`config.mk`:
```
export PLATFORM = sky130hd
export DESIGN_NAME = sorted_writeback
export DESIGN_NICKNAME = d
export VERILOG_FILES = /design/src/rtl/sorted_writeback.sv
export SDC_FILE = /design/constraint.sdc
export NUM_CORES = 1
export LEC_CHECK = 0
export BUFFER_PORTS_ARGS = -buffer_cell sky130_fd_sc_hd__buf_2
export CAP_MARGIN = 20
export CORE_ASPECT_RATIO = 1.75
export CORE_MARGIN = 2
export CORE_UTILIZATION = 60
export CTS_BUF_LIST = sky130_fd_sc_hd__clkbuf_4
export CTS_CLUSTER_SIZE = 24
export DETAILED_ROUTE_END_ITERATION = 8
export GPL_TIMING_DRIVEN = 0
export PLACE_DENSITY = 0.95
export SKIP_LAST_GASP = 1
export SLEW_MARGIN = 15
export SYNTH_ARGS = -nofsm -noshare
export SYNTH_HDL_FRONTEND = slang
export SYNTH_SLANG_ARGS = --single-unit
```
`constraint.sdc`:
```
create_clock -name clk -period 7.3 [get_ports clk]
set_clock_uncertainty 0.15 [all_clocks]
set_input_delay 0.365 -clock clk [delete_from_list [all_inputs] [get_ports clk]]
set_output_delay 0.365 -clock clk [all_outputs]
set_load 0.01 [all_outputs]
```
`src/rtl/sorted_writeback.sv`:
```
// Register file owned by the sorter's writeback stage: bursts a latched sorted vector into
// consecutive (wrapping) entries, with a side write port and a combinational read port.
module sorted_writeback #(
   parameter int unsigned NREGS = 6,
   parameter int unsigned DW    = 4,
   parameter int unsigned AW    = 3
) (
   input  logic                clk,
   input  logic                rst_n,
   input  logic                in_valid,
   output logic                in_ready,
   input  logic [NREGS*DW-1:0] in_data,
   input  logic [AW-1:0]       in_count,
   input  logic [AW-1:0]       in_base,
   input  logic                wr_en,
   input  logic [AW-1:0]       wr_addr,
   input  logic [DW-1:0]       wr_data,
   input  logic [AW-1:0]       rd_addr,
   output logic [DW-1:0]       rd_data,
   output logic [NREGS*DW-1:0] regs_flat,
   output logic                busy,
   output logic                done,
   output logic                cmd_err,
   output logic                wr_drop
);

   typedef enum logic [1:0] {IDLE, WRITE, DONE} state_t;

   state_t              state;
   logic [DW-1:0]       regs [NREGS];
   logic [NREGS*DW-1:0] data_q;
   logic [AW-1:0]       count_q;
   logic [AW-1:0]       base_q;
   logic [AW-1:0]       k;

   logic                cmd_ok;
   logic                ext_ok;
   logic                last;
   logic [AW:0]         sum;
   logic [AW:0]         widx;
   logic [DW-1:0]       elem;

   assign in_ready = (state == IDLE);
   assign busy     = (state != IDLE);
   assign done     = (state == DONE);

   assign cmd_ok = (in_count <= AW'(NREGS)) && (in_base < AW'(NREGS));
   assign ext_ok = wr_en && (state == IDLE) && (wr_addr < AW'(NREGS));
   assign last   = (k == count_q - AW'(1));

   // Destination wraps modulo NREGS; computed one bit wider so base+k cannot overflow.
   always_comb begin
      sum  = {1'b0, base_q} + {1'b0, k};
      widx = (sum >= (AW+1)'(NREGS)) ? sum - (AW+1)'(NREGS) : sum;
      elem = '0;
      for (int i = 0; i < NREGS; i++) begin
         if (k == AW'(i)) elem = data_q[i*DW +: DW];
      end
   end

   always_comb begin
      rd_data   = '0;
      regs_flat = '0;
      for (int i = 0; i < NREGS; i++) begin
         regs_flat[i*DW +: DW] = regs[i];
         if (rd_addr == AW'(i)) rd_data = regs[i];
      end
   end

   always_ff @(posedge clk or negedge rst_n) begin
      if (!rst_n) begin
         state   <= IDLE;
         data_q  <= '0;
         count_q <= '0;
         base_q  <= '0;
         k       <= '0;
         cmd_err <= 1'b0;
         wr_drop <= 1'b0;
         for (int i = 0; i < NREGS; i++) regs[i] <= '0;
      end else begin
         cmd_err <= 1'b0;
         wr_drop <= wr_en && !ext_ok;
         if (ext_ok) begin
            for (int i = 0; i < NREGS; i++) begin
               if (wr_addr == AW'(i)) regs[i] <= wr_data;
            end
         end
         case (state)
            IDLE: begin
               if (in_valid) begin
                  if (cmd_ok) begin
                     data_q  <= in_data;
                     count_q <= in_count;
                     base_q  <= in_base;
                     k       <= '0;
                     state   <= (in_count == '0) ? DONE : WRITE;
                  end else begin
                     cmd_err <= 1'b1;
                  end
               end
            end
            WRITE: begin
               for (int i = 0; i < NREGS; i++) begin
                  if (widx == (AW+1)'(i)) regs[i] <= elem;
               end
               k <= k + AW'(1);
               if (last) state <= DONE;
            end
            DONE:    state <= IDLE;
            default: state <= IDLE;
         endcase
      end
   end

endmodule

```
==> impl_metrics.tcl, run 1 <==
set metrics [dict create \
    status "finished clean" \
    drt-vias-per-instance 5.847 \
    die_area_um2 6252 \
    ctsLongestPathBuffers 2 \
    wirelength_um 8002 \
    slew_headroom_pct 48.83 \
    min_path_cells 2 \
    synth-edff-count 0 \
    root_buffer "clkbuf_4" \
    drc 0 \
    gp_congestion 0.9053 \
    dr_total_vias 2672 \
    layout_common_cells "buf_2, dfrtp_1, mux2i_1" \
    cts_resized 0 \
    maxCapViolations 0 \
    post_dp_cell_area_um2 3841 \
    fp.dieH_um 103.1 \
    ir_drop_v 0.0002450 \
    cp-start-kind "flop" \
    coreArea_um2 5495 \
    p_seq_share_pct 36.4 \
    cts_inserted_buffers 9 \
    cts_sinks 61 \
    grtUsageTotal_pct 28.12 \
    final_util_pct 71.93 \
    clock.fmax_mhz 309.3 \
    powerDensity_nw_per_um2 442.8 \
    worstHoldPathType "in -> reg" \
    io_pins 77 \
    ys_seq_area_share_pct 45.32 \
    post-route-period-util_pct 44.28 \
    power_switching_uw 744.8 \
    ys.flop_type "dfrtp_1" \
    synth_cells 289 \
    dr.first_iter.drc_count 98 \
    tns_ps 0 \
    worst_pin_slew_ps 767.5 \
    fin_area_um2 3953 \
    cts_max_level 3 \
    ys_seq_elements 61 \
    antenna_found_initial 1 \
    n_fill_cell 415 \
    clk_latency_ps 400 \
    combPwrFrac_pct 52.9 \
    synth.cell_area_um2 3368 \
    ys_warn_count 0 \
    critPathKind "reg -> reg" \
    dieWidth_um 60.64 \
    wl_per_cell_um 17.51 \
    place_inst 440 \
    hold_viol_final 0 \
    final_cells 457 \
    end_kind "flop" \
    p_int_uw 1005 \
    slew_viol_final 0 \
    grt_pass1_wl_um 12650 \
    syn2layout_area_growth_pct 17.35 \
    start_util_pct 61.29 \
    switching_share_pct 42.56 \
    p_clk_share_pct 10.8 \
    post-route-min-period_ps 3233 \
    ff2ff_setup_slack_ps 4070 \
    syn_area_per_cell_um2 11.65 \
    rr_worst_depth 11 \
    fin_nets 431 \
    critical_path_arrival_ps 3340 \
    async_flop_share_pct 100.0 \
    ant_nets 0 \
    clk_pin_slew_ps 100 \
    overflow 0 \
    grt_max_degree 62 \
    io_buffer_count 75 \
    synth_cell_type_count 46 \
    critPathRequiredTime_ps 7410 \
    final_common_cell "buf_2" \
    power.leakage_uw 0.002014 \
    first_global_vias 2704 \
    grt_setup_unrepaired "false" \
    first_pass_iters 5 \
    rows 36 \
    drive_gt1_share_pct 34.47 \
    setup_viol 0 \
    syn_nets 344 \
    cp_max_fo 6 \
    dp_hpwl_um 6093 \
    cts_tree "built" \
]
-- flip-flops by register name, indices dropped and copies added (netlist names) --
signal and cells:
data_q 24, regs_flat 24, base_q 3, count_q 3, k 3, state 2
cmd_err 1, wr_drop 1
-- repair_timing --
item | in CTS | in global routing
setup endpoints to repair | 0 | 0
setup buffers | 0 | 0
hold endpoints to repair | 61 | 0
hold buffers | 1 | 0
-- metrics by stage --
| stage | setup slack (ps) | total power (uW) | hold slack (ps) |
|---|---|---|---|
| 2_1_floorplan | 4415 | 1268 | -80.59 |
| 3_3_place_gp | 4249 | 1497 | 332.4 |
| 3_5_place_dp | 4158 | 1557 | 341.9 |
| 4_1_cts | 4136 | 1746 | 21.28 |
| 5_1_grt | 3827 | 1886 | 7.336 |
| 6_report | 4067 | 1750 | 36.46 |
-- Yosys cell counts, types with 3 or more instances --
cell type	instances	area, um2
nand2_1	13	48.80
o221ai_1	3	26.28
xnor2_1	3	26.28
a21o_1	3	22.52
mux2_2	30	337.8
dfrtp_1	61	1526
nand2b_1	5	31.28
nor2b_1	7	43.79
o21ai_0	7	35.03
clkbuf_1	4	15.01
ha_1	10	125.1
a31oi_1	7	43.79
buf_2	5	25.02
nor3_1	3	15.01
a221oi_1	9	78.83
a21oi_1	4	20.02
inv_1	11	41.29
mux2i_1	56	560.5
nor2_1	13	48.80
xor2_1	3	26.28
-- area by class of cell --
| cell class | count | area, um2 | share of cell area [%] |
|---|---|---|---|
| multi-input combinational | 204 | 1735 | 43.91 |
| inverter | 11 | 41.29 | 1.045 |
| tap | 76 | 95.09 | 2.406 |
| clock inverter | 4 | 16.27 | 0.4115 |
| clock buffer | 11 | 82.58 | 2.089 |
| timing repair buffer | 76 | 387.9 | 9.813 |
| sequential | 61 | 1526 | 38.62 |
| antenna | 1 | 2.502 | 0.06331 |
| buffer | 13 | 65.06 | 1.646 |
-- routing by layer --
| layer | global-route usage, % | routed length [um] | vias up |
|---|---|---|---|
| li1 | - | - | 1239 |
| met3 | 6.901 | 348 | 22 |
| met1 | 26.88 | 2785 | 1302 |
| met4 | 12.88 | 281 | 0 |
| met2 | 53.52 | 4586 | 109 |
| met5 | 0 | 0 | - |
-- cells by family (layout without fill, tap and decap cells) --
group	after synthesis	after routing	share of synthesized area, %
other cells	0	1	0
fa+ha+maj	11	11	4.309
simple gates	56	56	8.804
mux	87	87	27.34
compound gates	43	43	9.027
flops	61	61	45.32
buf+inv	24	115	3.157
xor+xnor	7	7	2.044
-- final timing paths --
kind	start	end
min in group asynchronous	rst_n	regs_flat[0]
min	in_data[2]	data_q[2]
max in group asynchronous	rst_n	regs_flat[23]
min reg2reg	data_q[9]	data_q[9]
max	k[0]	regs_flat[22]
max reg2reg	k[0]	regs_flat[22]
-- power by group through the flow --
stage / sequential, uW / combinational, uW / clock [uW]
floorplan: 634 / 634 / 0
global placement: 626 / 871 / 0
detailed placement: 640 / 917 / 0
CTS: 633 / 923 / 190
global route: 655 / 1020 / 207
finish: 637 / 925 / 188
-- critical path: stages, from the launching register on --
cell       delay (ps)
dfrtp_1           500
ha_1              260
fa_1              420
xnor2_2           310
inv_1              80
ha_1              310
nand2_1            50
a2111oi_0         410
a211oi_1          100
or2_0             230
buf_6             140
mux2i_1           100
Power figures use the tool's default switching activity.
==> run 2: changes to the inputs <==
- CORE_UTILIZATION: 60 -> 56
- PLACE_DENSITY: 0.95 -> 0.91
- clock period: 7.3 -> 3.4 ns (I/O delays scaled with it)
==> impl_metrics.tcl, run 2 (synthesized netlist as in run 1, its figures left out) <==
set metrics [dict create \
    p_total_uw 3958 \
    worstHoldPathType "in -> async" \
    die_area_um2 6676 \
    ctsLongestPathBuffers 2 \
    ant_nets 0 \
    layout_common_cells "buf_2, dfrtp_1, mux2i_1" \
    syn2layout_area_growth_pct 29.79 \
    fin_nets 471 \
    drive_gt1_share_pct 32.07 \
    cpPeakStageDelay_ps 470 \
    wl_per_cell_um 17.89 \
    power.leakage_uw 0.002194 \
    gp_congestion 0.8937 \
    rr_worst_depth 11 \
    slew_headroom_pct 48.67 \
    worst_pin_slew_ps 769.9 \
    clk_latency_ps 430 \
    overflow 0 \
    powerDensity_nw_per_um2 905.5 \
    dieWidth_um 62.63 \
    cp_max_fo 6 \
    crit_top_cell "ha_1" \
    wirelength_um 8926 \
    grt_pass1_wl_um 14320 \
    clk_pin_slew_ps 100 \
    io_pins 77 \
    slew_viol_final 0 \
    cts_max_level 3 \
    cpMaxStageDelayCell "dfrtp_1" \
    coreArea_um2 5833 \
    drc 0 \
    seqCellArea_um2 1526 \
    drt-vias-per-instance 5.774 \
    critical_path_arrival_ps 3350 \
    reg2reg_to "regs_flat[22]" \
    first_global_vias 3103 \
    fp.dieH_um 106.6 \
    dp_hpwl_um 6206 \
    cts_sinks 61 \
    critPathKind "reg -> reg" \
    post-route-min-period_ps 3218 \
    hold_viol_final 0 \
    cp_cell_sequence "ha_1, fa_1, xnor2_4, inv_1, ha_1, nand2_1, a2111oi_1, a211oi_1, or2_0, buf_6, mux2i_1" \
    critPathCapture "regs_flat[22]" \
    multi_input_area_um2 1748 \
    n_fill_cell 421 \
    antenna_cells 0 \
    ff2ff_setup_slack_ps 180 \
    ir_drop_v 0.0004586 \
    first_pass_iters 4 \
    io_buffer_count 75 \
    cts_inserted_buffers 9 \
    cp-start-kind "flop" \
    startpoint "k[0]" \
    cts_tree "built" \
    tns_ps 0 \
    maxCapViolations 0 \
    dr.first_iter.drc_count 153 \
    final_common_cell "buf_2" \
    end_kind "flop" \
    grt_max_degree 62 \
    antenna_found_initial 0 \
    post-route-period-util_pct 94.63 \
    setup_viol 0 \
    status "finished clean" \
    timing.rr.start "k[0]" \
    rows 37 \
    start_util_pct 57.74 \
    grtUsageTotal_pct 27.86 \
    clock.fmax_mhz 310.8 \
    root_buffer "clkbuf_4" \
    dr_total_vias 2881 \
    critPathRequiredTime_ps 3530 \
]
==> run 2: cell types whose count changed in the layout (fill, tap and decap cells not counted), sizes merged <==
cell,before,now
buf,82,84
clkbuf,17,19
clkinv,4,3
diode,1,0
dlygate4sd3,1,39
==> run 2: cell type report <==
| type | count | area share, % |
|---|---|---|
| buffer | 13 | 1.488 |
| clock buffer | 13 | 2.232 |
| clock inverter | 3 | 0.2862 |
| inverter | 11 | 0.9445 |
| multi-input combinational | 204 | 39.98 |
| sequential | 61 | 34.92 |
| tap | 78 | 2.232 |
| timing repair buffer | 116 | 17.92 |
==> run 2: what timing repair did <==
action / in CTS / in global routing
buffers inserted: 0 / 2
hold buffers: 39 / 0
resized for setup: 0 / 2
hold endpoints to repair: 111 / 0
setup endpoints to repair: 0 / 8
==> run 2: per-layer routing <==
metal  track usage, %  up-vias  part of all wire (%)
li1                 -     1317                     -
met1            28.08     1428                    36
met2            51.92      109                    57
met3            5.561       27                   3.7
met4            16.67        0                   4.0
met5                0        -                     0
==> run 2: critical path, delay by kind of cell (launching register included) <==
kind	cells	cell delay, ps
compound gates	2	570
flops	1	470
xor+xnor	1	220
simple gates	2	330
mux	1	110
fa+ha+maj	3	1000
buf+inv	2	230
==> run 2: per-stage QoR <==
stage          util [%]  cell area, um2  instances  hold WS [ps]  worst slack [ps]
2_1_floorplan         -            3368        289        -275.6             515.3
3_3_place_gp      65.85            3841        442         239.8             347.5
3_5_place_dp      65.89            3844        442         138.6             184.9
4_1_cts           74.47            4344        497         195.6             159.0
5_1_grt           74.95            4372        499         242.7            -15.07
6_report          74.95            4372        499         195.9             182.4
==> run 2: power breakdown <==
| part | total, uW | switching [uW] | internal, uW |
|---|---|---|---|
| Sequential | 1360 | 273 | 1080 |
| Clock | 443 | 265 | 178 |
| Combinational | 2160 | 1150 | 1010 |
==> run 2: how the worst min path moves through the flow <==
stage | slack (ps) | start | cells past startpoint | endpoint
finish | 200 | rst_n | 2 | cmd_err
global route | 240 | wr_addr[0] | 4 | regs_flat[7]
CTS | 200 | wr_addr[0] | 4 | regs_flat[5]
detailed placement | 140 | rst_n | 1 | base_q[2]
global placement | 240 | in_valid | 3 | cmd_err
floorplan | -280 | rst_n | 0 | base_q[0]
